==> src/rtl/npc_pkg.sv <==
// Shared types and constants for the NPC sequencing controller: FSM state
// encoding, halt-cause codes and the default reset PC.
package npc_pkg;

    typedef enum logic [3:0] {
        ST_IDLE       = 4'd0,
        ST_FETCH_REQ  = 4'd1,
        ST_FETCH_WAIT = 4'd2,
        ST_DECODE     = 4'd3,
        ST_EXEC       = 4'd4,
        ST_MEM_REQ    = 4'd5,
        ST_MEM_WAIT   = 4'd6,
        ST_WB         = 4'd7,
        ST_HALT       = 4'd8
    } npc_state_e;

    localparam logic [1:0] HALT_NONE     = 2'd0;
    localparam logic [1:0] HALT_EBREAK   = 2'd1;
    localparam logic [1:0] HALT_ILLEGAL  = 2'd2;
    localparam logic [1:0] HALT_MISALIGN = 2'd3;

    localparam logic [31:0] RESET_PC_DEF = 32'h8000_0000;

    function automatic logic pc_aligned(input logic [31:0] addr);
        return (addr[1:0] == 2'b00);
    endfunction

endpackage

==> src/rtl/npc_perf_cnt.sv <==
// Cycle and retired-instruction counters. freeze overrides both enables so
// the counts stay put once the core has stopped.
module npc_perf_cnt #(
    parameter int CNT_W = 64
) (
    input  logic             clk,
    input  logic             rst_n,
    input  logic             cycle_en,
    input  logic             retire_en,
    input  logic             freeze,
    output logic [CNT_W-1:0] cycle_cnt,
    output logic [CNT_W-1:0] instret_cnt
);

    localparam logic [CNT_W-1:0] CNT_ONE = {{(CNT_W-1){1'b0}}, 1'b1};

    always_ff @(posedge clk or negedge rst_n) begin
        if (!rst_n) begin
            cycle_cnt   <= '0;
            instret_cnt <= '0;
        end else if (!freeze) begin
            // Both counters wrap naturally modulo 2^CNT_W.
            if (cycle_en) begin
                cycle_cnt <= cycle_cnt + CNT_ONE;
            end
            if (retire_en) begin
                instret_cnt <= instret_cnt + CNT_ONE;
            end
        end
    end

endmodule

==> src/rtl/npc_seq_ctrl.sv <==
// Multi-cycle sequencer for the NPC core: owns pc/inst and steps each
// instruction through fetch, decode, execute, memory and write-back.
module npc_seq_ctrl
    import npc_pkg::*;
#(
    parameter logic [31:0] RESET_PC = RESET_PC_DEF,
    parameter int          CNT_W    = 64
) (
    input  logic             clk,
    input  logic             rst_n,
    // Handshakes: a request transfers on the cycle valid and ready are both
    // high at the rising edge; valid is held until then. Responses are
    // single-cycle pulses honoured only in the matching wait state.
    output logic             ifu_req_valid,
    input  logic             ifu_req_ready,
    input  logic             ifu_rsp_valid,
    input  logic [31:0]      ifu_rsp_inst,
    output logic [31:0]      pc,
    output logic [31:0]      inst,
    input  logic             dec_mem_rd,
    input  logic             dec_mem_wr,
    input  logic             dec_rf_wen,
    input  logic             dec_stop,
    input  logic             dec_illegal,
    input  logic [31:0]      exu_next_pc,
    output logic             lsu_req_valid,
    input  logic             lsu_req_ready,
    input  logic             lsu_rsp_valid,
    output logic             rf_we,
    output logic             halted,
    output logic [1:0]       halt_cause,
    output logic [CNT_W-1:0] cycle_cnt,
    output logic [CNT_W-1:0] instret_cnt,
    output npc_state_e       state_dbg
);

    npc_state_e  state_q, state_d;
    logic [1:0]  cause_q, cause_d;
    logic [31:0] pc_q;
    logic [31:0] inst_q;

    always_ff @(posedge clk or negedge rst_n) begin
        if (!rst_n) begin
            state_q <= ST_IDLE;
            cause_q <= HALT_NONE;
            pc_q    <= RESET_PC;
            inst_q  <= '0;
        end else begin
            state_q <= state_d;
            cause_q <= cause_d;
            if (state_q == ST_FETCH_WAIT && ifu_rsp_valid) begin
                inst_q <= ifu_rsp_inst;
            end
            if (state_q == ST_WB) begin
                pc_q <= exu_next_pc;
            end
        end
    end

    always_comb begin
        state_d       = state_q;
        cause_d       = cause_q;
        ifu_req_valid = 1'b0;
        lsu_req_valid = 1'b0;
        rf_we         = 1'b0;
        halted        = 1'b0;

        case (state_q)
            ST_IDLE: begin
                state_d = ST_FETCH_REQ;
            end
            ST_FETCH_REQ: begin
                ifu_req_valid = 1'b1;
                if (ifu_req_ready) begin
                    state_d = ST_FETCH_WAIT;
                end
            end
            ST_FETCH_WAIT: begin
                if (ifu_rsp_valid) begin
                    state_d = ST_DECODE;
                end
            end
            ST_DECODE: begin
                // ebreak wins over illegal when the decoder flags both.
                if (dec_stop) begin
                    state_d = ST_HALT;
                    cause_d = HALT_EBREAK;
                end else if (dec_illegal) begin
                    state_d = ST_HALT;
                    cause_d = HALT_ILLEGAL;
                end else begin
                    state_d = ST_EXEC;
                end
            end
            ST_EXEC: begin
                if (!pc_aligned(exu_next_pc)) begin
                    state_d = ST_HALT;
                    cause_d = HALT_MISALIGN;
                end else if (dec_mem_rd || dec_mem_wr) begin
                    state_d = ST_MEM_REQ;
                end else begin
                    state_d = ST_WB;
                end
            end
            ST_MEM_REQ: begin
                lsu_req_valid = 1'b1;
                if (lsu_req_ready) begin
                    state_d = ST_MEM_WAIT;
                end
            end
            ST_MEM_WAIT: begin
                if (lsu_rsp_valid) begin
                    state_d = ST_WB;
                end
            end
            ST_WB: begin
                // Stores never write rd even if the decoder reports rf_wen.
                rf_we   = dec_rf_wen & ~dec_mem_wr;
                state_d = ST_FETCH_REQ;
            end
            ST_HALT: begin
                halted = 1'b1;
            end
            default: begin
                state_d = ST_IDLE;
            end
        endcase
    end

    npc_perf_cnt #(
        .CNT_W (CNT_W)
    ) u_perf_cnt (
        .clk         (clk),
        .rst_n       (rst_n),
        .cycle_en    (1'b1),
        .retire_en   (state_q == ST_WB),
        .freeze      (state_q == ST_HALT),
        .cycle_cnt   (cycle_cnt),
        .instret_cnt (instret_cnt)
    );

    assign pc         = pc_q;
    assign inst       = inst_q;
    assign halt_cause = cause_q;
    assign state_dbg  = state_q;

endmodule

==> config.mk <==
export PLATFORM = sky130hd
export DESIGN_NAME = npc_seq_ctrl
export DESIGN_NICKNAME = d
export VERILOG_FILES = /design/src/rtl/npc_pkg.sv /design/src/rtl/npc_perf_cnt.sv /design/src/rtl/npc_seq_ctrl.sv
export SDC_FILE = /design/constraint.sdc
export NUM_CORES = 1
export LEC_CHECK = 0
export ABC_CLOCK_PERIOD_IN_PS = 5250
export CAP_MARGIN = 40
export CELL_PAD_IN_SITES_DETAIL_PLACEMENT = 1
export CELL_PAD_IN_SITES_GLOBAL_PLACEMENT = 2
export CORE_ASPECT_RATIO = 0.9
export CORE_UTILIZATION = 44
export CTS_BUF_LIST = sky130_fd_sc_hd__clkbuf_4
export DETAILED_ROUTE_END_ITERATION = 12
export DONT_BUFFER_PORTS = 1
export GPL_TIMING_DRIVEN = 1
export PLACE_DENSITY_LB_ADDON = 0.25
export SLEW_MARGIN = 30
export SYNTH_ARGS = -nofsm -noshare
export SYNTH_HDL_FRONTEND = slang
export SYNTH_SLANG_ARGS = --single-unit
==> constraint.sdc <==
create_clock -name clk -period 5.25 [get_ports clk]
set_input_delay 0.525 -clock clk [delete_from_list [all_inputs] [get_ports clk]]
set_output_delay 0.525 -clock clk [all_outputs]
set_load 0.05 [all_outputs]
After elaboration in Yosys (flattened, before gate mapping)
Cells that the tools add are included.
{ "totals": {"output_inout_bits": 202, "inputBits": 75, "elab_cells": 51, "register_bits": 198} }
{ "classes": {"reduce_logical": 9, "n_bitwise": 3, "add_sub_neg": 2, "muxes": 17, "eq_ne": 14} }
{ "op_table": {"columns": ["op", "n"], "rows": [
  ["64-bit by 1-bit adder with 64-bit output (second input constant)", 2],
  ["4-bit case mux with 8 select lines", 1],
  ["4-bit two-way mux", 7],
  ["4-bit by 3-bit equality test with 1-bit output (second input constant)", 4],
  ["2-bit inequality test (second input constant)", 5],
  ["4-bit by 2-bit equality test with 1-bit output (second input constant)", 2],
  ["2-bit two-way mux", 4],
  ["5-bit AND reduction", 1],
  ["4-bit by 1-bit equality test with 1-bit output (second input constant)", 1],
  ["4-bit equality test (second input constant)", 1],
  ["4-bit zero test", 1],
  ["1-bit two-way mux", 4],
  ["2-bit case mux with 2 select lines", 1],
  ["3-bit inequality test (second input constant)", 1],
  ["3-bit AND reduction", 1],
  ["2-bit zero test", 1],
  ["1-bit inverter", 2],
  ["2-bit AND reduction", 1],
  ["2-bit nonzero test", 1],
  ["2-bit OR reduction", 1],
  ["1-bit AND", 1],
  ["1-bit logical AND", 1],
  ["1-bit logical OR", 1]
]} }

Longest topological paths before layout
Gate-level depths: netlist of the first run.
{ "depth": {"ltp_word": 4, "depth_mapped": 7, "mapped_depth_nobuf": 6} }

Cells and area by module
Synthesis of the first run repeated with hierarchy kept, for this count alone.
{ "unflattened": {"cells_unflattened": 731, "hier_area_um2": 9137.5} }
{ "by_module_without_submodules": {"columns": ["mod", "n_inst", "cells_per_inst", "seq_area_each_um2", "area_each_um2"], "rows": [
  ["npc_perf_cnt", 1, 551, 3203.1, 6174.7],
  ["npc_seq_ctrl", 1, 180, 1752.9, 2962.8]
]} }

Least setup slack after synthesis of the first run
OpenSTA, ideal clock, no wires.
{ "synth_timing": {"path_kind": "reg-to-output", "from": "reg state_q[1] (netlist: state_dbg[1])", "to": "out rf_we", "path_slack_ps": 2276, "stages_incl_launch_ff": 5, "path_buffers": 2, "arrival_ps": 2449, "required_time_ps": 4725, "cell_sequence": "dfrtp_1 > buf_2 > nand4b_1 > buf_2 > nor3b_1"} }
{ "synth_between": {"elab_chain_len": 2} }
{ "synth_lines": {"columns": ["item", "line", "rtl"], "rows": [
  ["start, declared", "npc_seq_ctrl.sv:37", "npc_state_e state_q, state_d;"],
  ["start signal, assigned", "npc_seq_ctrl.sv:49", "state_q <= state_d;"],
  ["4-bit by 3-bit equality test with 1-bit output", "npc_seq_ctrl.sv:68", "case (state_q)"],
  ["1-bit two-way mux", "npc_seq_ctrl.sv:68", null],
  ["end, declared", "npc_seq_ctrl.sv:29", "output logic rf_we,"]
]} }
No other way between the ends.

Worst setup path after layout of the first run
Ends and elaborated chain as after synthesis.

==> reports/metrics.yaml, run 1 <==
setup_path:
  critPathRequiredTime_ps: 4720
  cp-start-kind: "register"
  path_class: "reg2out"
  crit_fanout: 24
  cp-end-kind: "output port"
  arrival_ps: 2960
  regToRegSetupSlack_ps: 2280
  worstRegToRegCells: 6
power_and_ir_drop:
  switchingPower_uw: 2260
  seqPwrFrac: 0.679
  p_int_uw: 2390
  ir_worst_vdd_mv: 0.350
  swShare: 0.486
  power.share.combinational: 0.135
  power.density_mw_per_mm2: 466
  clkPwrFrac: 0.186
  p_leak_uw: 0.00451
synthesis:
  synth-async-reset-ratio: 1.00
  ys_seq_area_frac: 0.563
  post-synth-top-area-cell: "dfrtp_1"
  synth_most_common_cell: "dfrtp_1"
  yosysUniqueCellTypes: 51
  synth-main-ff-cell: "dfrtp_1"
  synth-edff-count: 0
  syn-num-nets: 874
  postSynthRegisterBits: 198
  synth_top_area_share: 0.560
  synth.top_cells.by_count: "dfrtp_1 (197), nand2_1 (144), xnor2_1 (76)"
  syn_area_mm2: 0.00881
  yosysWarnings: 0
  syn_inst: 797
  avgSynthCellArea_um2: 11.1
  ys_top_cells_by_area: "dfrtp_1 (56%), xnor2_1 (7.6%), nand2_1 (6.1%)"
routing:
  drt-total-wl_mm: 23.4
  drt_iter0_drc: 281
  vias: 6326
  remaining_drc_errors: 0
  firstDrtPassIters: 4
  viasPerCell: 5.67
  ant_nets: 0
  wire_per_inst_um: 20.9
sta:
  fin_crit_ps: 3490
  slew_headroom: 0.442
  fin_skew_ps: 28.4
  fmax_ghz: 0.287
  setup_viol: 0
  slew_viol_final: 0
  tightest_slew_ps: 833
  finalWorstSetupSlack_ps: 1760
  final_hold_viol_count: 0
  setup_tns_ps: 0
  rsz0062_at_grt: "no"
  finalCritPeriodShare: 0.664
cells_and_area:
  fillers: 2048
  multi_input_area_mm2: 0.00372
  final_nets: 929
  syn2layout_area_growth_pct: 13.2
  final-seq-area_mm2: 0.00496
  drive_above_1_share: 0.120
global_routing:
  grt_max_degree: 199
  gr-total-overflow: 0
  antenna_found_initial: 1
  grt_pass1_vias: 6832
  grt_usage: 0.229
  grt_pass1_wl_mm: 36.7
clock_tree:
  clk_latency_ps: 590
  tritoncts: "built"
  cts_sinks: 198
  clk_transition_reported_paths_ps: 180
  cts_resized: 0
  clk_path_buf_depth: 2
  root_buffer: "clkbuf_4"
  htree_levels: 4
  postCtsSetupBuffers: 0
  cts_hold_buf: 33
  cts-buffers-inserted: 17
floorplan:
  die_x_um: 151
  fp.dieH_um: 136
  io_pins: 277
  die-area_mm2: 0.0206
  start_util: 0.454
  core_mm2: 0.0194
  num_rows: 48
placement:
  pre_cts_slack_ps: 1820
  gp_congestion: 0.839
  dp_hpwl_mm: 15.9
  numPortBuffers: 0
outcome:
  run_status: "completed"
hold_path:
  holdPathStages: 2
  hold_class: "in2reg"
run:
  max-cap-violations: 0
-- metal layers --
layer	share of wire	wire, um	track usage
met1	0.41	9560	0.279
met2	0.50	11700	0.379
met3	0.073	1710	0.0802
met4	0.017	396	0.0728
met5	0	0	0
-- stage by stage --
step	util	instances	total power, uW	instance area, um2	hold WS (ps)
after CTS	0.503	1098	4660	9750	4.85
after floorplan	-	797	3540	8810	229
final	0.514	1116	4650	9970	51.1
after detailed placement	0.469	1033	3740	9100	233
after global routing	0.514	1116	4840	9970	0.601
after global placement	0.468	1031	3670	9070	233
-- cells by family (layout without fill, tap and decap cells) --
kind of cell,Yosys count,in the layout,share of synthesized area
other cells,0,1,0
flops,198,198,0.563
fa+ha+maj,2,2,0.00284
mux,35,35,0.0447
xor+xnor,126,126,0.125
simple gates,390,390,0.240
buf+inv,36,104,0.0161
compound gates,10,10,0.00867
-- state kept, by name, indices dropped and copies added, names as in the netlist --
name,count
pc,32
state_dbg,4
halt_cause,2
u_perf_cnt.instret_cnt,64
inst,32
u_perf_cnt.cycle_cnt,64
-- layout make-up --
class / instances / share of cell area
inverter: 16 / 0.00602
antenna: 1 / 0.000251
clock buffer: 17 / 0.0128
sequential: 198 / 0.497
multi-input combinational: 563 / 0.374
tap: 250 / 0.0314
timing repair buffer: 56 / 0.0609
clock inverter: 15 / 0.0181
-- placed cells by master, fill, tap and decap left out, types with 4 or more instances in the layout --
cell type / count
inv_8: 6
and3_1: 16
and4_1: 10
dlygate4sd3_1: 46
inv_1: 16
or2_2: 4
xor2_1: 50
dfrtp_1: 197
or3_1: 4
nor4_1: 17
nor3_1: 26
mux2_2: 34
clkbuf_4: 17
xnor2_1: 76
nand2_1: 144
nand3_1: 47
nand4_1: 48
buf_4: 5
nor2_1: 39
-- critical path, stage by stage (launching register included) --
cell,delay [ps]
dfrtp_1,910
nand4b_1,390
buf_4,340
nor3b_2,730
-- worst paths after layout --
kind | start | endpoint
min in group asynchronous | rst_n | inst[26]$_DFFE_PN0P_
worst min-delay path | exu_next_pc[4] | pc[4]$_DFFE_PN0P_
max in group asynchronous | rst_n | pc[21]$_DFFE_PN0P_
worst max-delay path | state_dbg[1]$_DFFE_PN0P_ | rf_we
worst max register to register | state_dbg[3]$_DFFE_PN0P_ | u_perf_cnt.cycle_cnt[58]$_DFFE_PN0N_
worst min register to register | pc[31]$_DFFE_PN1P_ | pc[31]$_DFFE_PN1P_
-- power by group through the flow --
stage                     Sequential, uW  Combinational [uW]  Clock, uW
after floorplan                     3060                 476          0
after global placement              3180                 496          0
after detailed placement            3180                 556          0
after CTS                           3150                 608        893
after global routing                3190                 699        951
final                               3150                 628        863
(Power assumes the default switching activity.)
==> run 2, diff against run 1 <==
- ABC_CLOCK_PERIOD_IN_PS: 5250 -> 3300
- CORE_UTILIZATION: 44 -> 41
- clock period: 5.25 -> 3.3 ns (I/O delays scaled with it)
==> reports/metrics.yaml, run 2 (synthesis gave the netlist of run 1 again) <==
clock_tree:
  root_buffer: "clkbuf_4"
  clk_path_buf_depth: 2  # unchanged
  cts_resized: 0  # unchanged
  clk_transition_reported_paths_ps: 170  # about the same
  htree_levels: 4  # unchanged
  cts_sinks: 198  # unchanged
  cts-buffers-inserted: 17  # unchanged
  tritoncts: "built"
  cts_hold_buf: 67  # +100%
  postCtsSetupBuffers: 0  # unchanged
  clk_latency_ps: 570  # -20 ps
power_and_ir_drop:
  p_total_uw: 7350  # +58%
  ir_worst_vdd_mv: 0.585  # +67%
  power.density_mw_per_mm2: 694  # +49%
  p_leak_uw: 0.00488  # +8.2%
floorplan:
  start_util: 0.420  # -0.0338
  io_pins: 277  # unchanged
  fp.dieH_um: 141  # +3.5%
  core_mm2: 0.0210  # +8.0%
  num_rows: 50  # +4.2%
  die_x_um: 157  # +3.5%
  die-area_mm2: 0.0221  # +7.2%
global_routing:
  gr-total-overflow: 0  # unchanged
  grt_max_degree: 199  # unchanged
  grt_pass1_vias: 7140  # +4.5%
  antenna_found_initial: 1  # unchanged
  grt_pass1_wl_mm: 38.6  # +5.2%
  grt_usage: 0.223  # -0.00634
cells_and_area:
  fillers: 2286  # +12%
  final_nets: 1013  # +9.0%
  final_area_mm2: 0.0106  # +6.3%
  reg.largest.list: "u_perf_cnt.cycle_cnt x64, u_perf_cnt.instret_cnt x64"
  final_cell_mix: "dfrtp_1 (197), nand2_1 (144), xnor2_1 (76), buf_4 (72), dlygate4sd3_1 (67)"
  final_common_cell: "dfrtp_1"
  drive_above_1_share: 0.175  # +0.0547
  syn2layout_area_growth_pct: 20.3
routing:
  viasPerCell: 5.31  # -6.3%
  drt_iter0_drc: 340  # +21%
  vias: 6567  # +3.8%
  drt-total-wl_mm: 24.1  # +3.1%
  remaining_drc_errors: 0  # unchanged
  ant_nets: 0  # unchanged
  firstDrtPassIters: 4  # unchanged
  wire_per_inst_um: 19.5  # -7.0%
sta:
  setup_tns_ps: 0  # unchanged
  rsz0062_at_grt: "no"
  fmax_ghz: 0.349
  setup_viol: 0  # unchanged
  slew_viol_final: 0  # unchanged
  fin_crit_ps: 2860
  slew_headroom: 0.520  # +0.0784
  fin_skew_ps: 36.0  # +7.64 ps
  tightest_slew_ps: 717  # -116 ps
  finalCritPeriodShare: 0.868
  hold_ws_ps: -570  # -621 ps
  final_hold_viol_count: 198  # +198
placement:
  dp_hpwl_mm: 17.0  # +7.2%
  place_area_mm2: 0.00963  # +5.9%
  numPortBuffers: 0  # unchanged
  gp_congestion: 0.803  # -4.2%
setup_path:
  arrival_ps: 2530  # -430 ps
  crit_fanout: 27  # +13%
  path_class: "reg2out"
  critPathRequiredTime_ps: 2970  # -1750 ps
  cp-start-kind: "register"
  cp-end-kind: "output port"
hold_path:
  hold_class: "in2async"
run:
  max-cap-violations: 0  # unchanged
outcome:
  run_status: "finished with violations"
  violations: "negative hold slack"
## run 2: cell count changes in the layout (fill, tap and decap cells not counted), moves of 2 or more
| cell | delta |
|---|---|
| buf_16 | -2 |
| buf_4 | +67 |
| clkinv_2 | +2 |
| clkinv_4 | -2 |
| dlygate4sd3_1 | +21 |
| inv_6 | +3 |
| inv_8 | -2 |
## run 2: layout make-up
cell class              instances  area, um2  share of cell area
diodes                          2       5.00            0.000472
clock buffers                  17        128              0.0120
clock inverters                15        134              0.0126
inverters                      16       60.1             0.00567
multi-input cells             563       3720               0.351
flip-flops and latches        198       4960               0.468
well taps                     286        358              0.0338
repair buffers                140       1240               0.117
## run 2: report_power, final
group          switching [uW]  internal (uW)  total [uW]
logic                     795            590        1380
clock network             918            331        1250
registers                1840           2870        4720
total                    3550           3800        7350
## run 2: metal layers
metal,vias to the layer above,share of wire,GRT usage
met5,-,0,0
met4,0,0.015,0.0671
met3,28,0.071,0.0701
met2,187,0.50,0.384
met1,3324,0.41,0.265
li1,3028,-,-
## run 2: path summary, 6_finish.rpt
path                                                             start                                      to  slack [ps]  cells after the start
worst max-delay path                          state_dbg[3]$_DFFE_PN0P_                                   rf_we         440                      5
worst min-delay path                                             rst_n                    inst[21]$_DFFE_PN0P_        -570                      0
worst max register to register    u_perf_cnt.cycle_cnt[22]$_DFFE_PN0N_    u_perf_cnt.cycle_cnt[50]$_DFFE_PN0N_         520                      5
worst min register to register  u_perf_cnt.instret_cnt[14]$_DFFE_PN0P_  u_perf_cnt.instret_cnt[14]$_DFFE_PN0P_         500                      1
max in group asynchronous                                        rst_n    u_perf_cnt.cycle_cnt[26]$_DFFE_PN0N_        3470                      0
min in group clk                                         ifu_req_ready                state_dbg[0]$_DFFE_PN0P_          60                      2
## run 2: worst max-delay path: stages (launching register included)
cell	delay, ps
dfrtp_1	400
nand4b_1	530
buf_4	360
buf_4	240
nor3b_2	240
buf_4	230
## run 2: through the flow
step	setup WS [ps]	util	std cells	hold WS, ps
floorplan	521	-	797	34.4
global placement	618	0.459	1134	38.8
detailed placement	529	0.460	1135	38.1
CTS	384	0.504	1234	-646
global route	251	0.506	1237	-661
finish	436	0.506	1237	-570
==> run 3, diff against run 2 <==
- CAP_MARGIN: 40 -> unset
- CELL_PAD_IN_SITES_GLOBAL_PLACEMENT: 2 -> 1
- CORE_UTILIZATION: 41 -> 45
==> reports/metrics.yaml, run 3 (synthesis gave the netlist of run 1 again) <==
placement:
  dp.cells: 1093  # -3.7%
  numPortBuffers: 0  # unchanged
  dp_hpwl_mm: 17.2  # +0.90%
  gp_congestion: 0.842  # +4.9%
cells_and_area:
  drive_above_1_share: 0.168  # -0.00737
  reg.largest.list: "u_perf_cnt.cycle_cnt x64, u_perf_cnt.instret_cnt x64"
  final_cell_mix: "dfrtp_1 (197), nand2_1 (144), xnor2_1 (76), dlygate4sd3_1 (68), buf_4 (66)"
  fillers: 2054  # -10%
  fin_util: 0.548  # +0.0424
  fin_cells: 1196  # -3.3%
  syn2layout_area_growth_pct: 19.2
  final_common_cell: "dfrtp_1"
  final_nets: 1007  # -0.59%
global_routing:
  grt_pass1_vias: 7409  # +3.8%
  grt_max_degree: 199  # unchanged
  gr-total-overflow: 0  # unchanged
  antenna_found_initial: 3  # +2
  grt_pass1_wl_mm: 40.4  # +4.6%
  grt_usage: 0.259  # +0.0359
routing:
  wire_per_inst_um: 20.9  # +7.2%
  remaining_drc_errors: 0  # unchanged
  viasPerCell: 5.62  # +5.9%
  vias: 6725  # +2.4%
  ant_nets: 0  # unchanged
  firstDrtPassIters: 5  # +1
  drt-total-wl_mm: 24.9  # +3.6%
  drt_iter0_drc: 236  # -31%
outcome:
  violations: "negative hold slack"
  run_status: "finished with violations"
clock_tree:
  clk_latency_ps: 600  # +30 ps
  cts-buffers-inserted: 17  # unchanged
  cts_resized: 0  # unchanged
  htree_levels: 4  # unchanged
  cts_hold_buf: 68  # +1.5%
  postCtsSetupBuffers: 0  # unchanged
  clk_transition_reported_paths_ps: 190  # +20 ps
  clk_path_buf_depth: 2  # unchanged
  tritoncts: "built"
  cts_sinks: 198  # unchanged
  root_buffer: "clkbuf_4"
sta:
  final_hold_viol_count: 198  # unchanged
  slew_viol_final: 0  # unchanged
  fmax_ghz: 0.329  # -5.7%
  finalCritPeriodShare: 0.920  # +0.0520
  fin_skew_ps: 39.2  # +3.19 ps
  setup_viol: 0  # unchanged
  rsz0062_at_grt: "no"
  fin_crit_ps: 3040  # +172 ps
  hold_ws_ps: -610  # -39.1 ps
  setup_tns_ps: 0  # unchanged
  tightest_slew_ps: 944  # +226 ps
  slew_headroom: 0.369  # -0.152
setup_path:
  crit_start: "state_dbg[2]$_DFFE_PN0P_"
  worstReg2RegStart: "u_perf_cnt.instret_cnt[8]$_DFFE_PN0P_"
  timing.rr.end: "u_perf_cnt.instret_cnt[57]$_DFFE_PN0P_"
  crit_fanout: 36  # +33%
  crit_end: "rf_we"
  arrival_ps: 2710  # +180 ps
  cp-start-kind: "register"
  regToRegSetupSlack_ps: 520  # about the same
  cp-end-kind: "output port"
  worstRegToRegCells: 5  # unchanged
  path_class: "reg2out"
  critPathRequiredTime_ps: 2970  # about the same
power_and_ir_drop:
  p_leak_uw: 0.00485  # -0.64%
  p_total_uw: 7410  # +0.82%
  power.density_mw_per_mm2: 706  # +1.7%
  ir_worst_vdd_mv: 0.568  # -3.0%
floorplan:
  num_rows: 48  # -4.0%
  start_util: 0.460  # +0.0395
  io_pins: 277  # unchanged
  core_mm2: 0.0192  # -8.6%
  die_x_um: 149  # -4.5%
  fp.dieH_um: 135  # -4.5%
  die-area_mm2: 0.0201  # -8.8%
hold_path:
  hold_class: "in2async"
run:
  max-cap-violations: 0  # unchanged
==> run 3: cell types whose count changed in the layout (fill, tap and decap cells not counted) <==
cell / delta
inv_6: +2
clkbuf_4: +1
clkinvlp_4: -2
diode_2: +1
clkinv_2: -2
clkinv_8: +1
buf_16: -1
inv_8: -1
buf_4: -6
dlygate4sd3_1: +1
clkinv_1: +1
==> run 3: per-layer routing <==
metal	up-vias	global-route usage	share of wire
li1	3018	-	-
met1	3446	0.303	0.40
met2	206	0.432	0.50
met3	55	0.0919	0.074
met4	0	0.103	0.025
met5	-	0	0
==> run 3: critical path, cell delays in order, from the launching register on <==
cell      delay, ps
dfrtp_1         530
buf_4           330
nand4b_1        320
buf_4           370
nor3b_2         320
buf_4           250
==> run 3: through the flow <==
| step | cell area [um2] | worst slack, ps |
|---|---|---|
| finish | 10500 | 264 |
| detailed placement | 9540 | 541 |
| floorplan | 8810 | 521 |
| global route | 10500 | 52.6 |
| CTS | 10500 | 281 |
| global placement | 9540 | 649 |
==> run 3: power by group <==
group / total (uW) / switching [uW] / leakage (uW) / internal, uW
sequential: 4710 / 1840 / 0.00257 / 2870
clock: 1280 / 934 / 0.000149 / 346
combinational: 1420 / 833 / 0.00213 / 584
==> run 3: worst min path at each step <==
| stage | start | slack, ps | cells past startpoint | endpoint |
|---|---|---|---|---|
| final | rst_n | -610 | 0 | inst[26]$_DFFE_PN0P_ |
| after global placement | rst_n | 40 | 0 | inst[26]$_DFFE_PN0P_ |
| after CTS | rst_n | -650 | 0 | inst[26]$_DFFE_PN0P_ |
| after detailed placement | rst_n | 40 | 0 | inst[26]$_DFFE_PN0P_ |
| after global routing | rst_n | -690 | 0 | u_perf_cnt.instret_cnt[57]$_DFFE_PN0P_ |
| after floorplan | rst_n | 30 | 0 | halt_cause[0]$_DFFE_PN0P_ |
==> run 3: final cells by class <==
class / instances / area [um2] / share of cell area
flip-flops and latches: 198 / 4960 / 0.472
multi-input cells: 563 / 3720 / 0.354
diodes: 3 / 7.51 / 0.000715
repair buffers: 134 / 1180 / 0.112
clock buffers: 18 / 135 / 0.0129
inverters: 16 / 60.1 / 0.00572
well taps: 250 / 313 / 0.0298
clock inverters: 14 / 135 / 0.0129
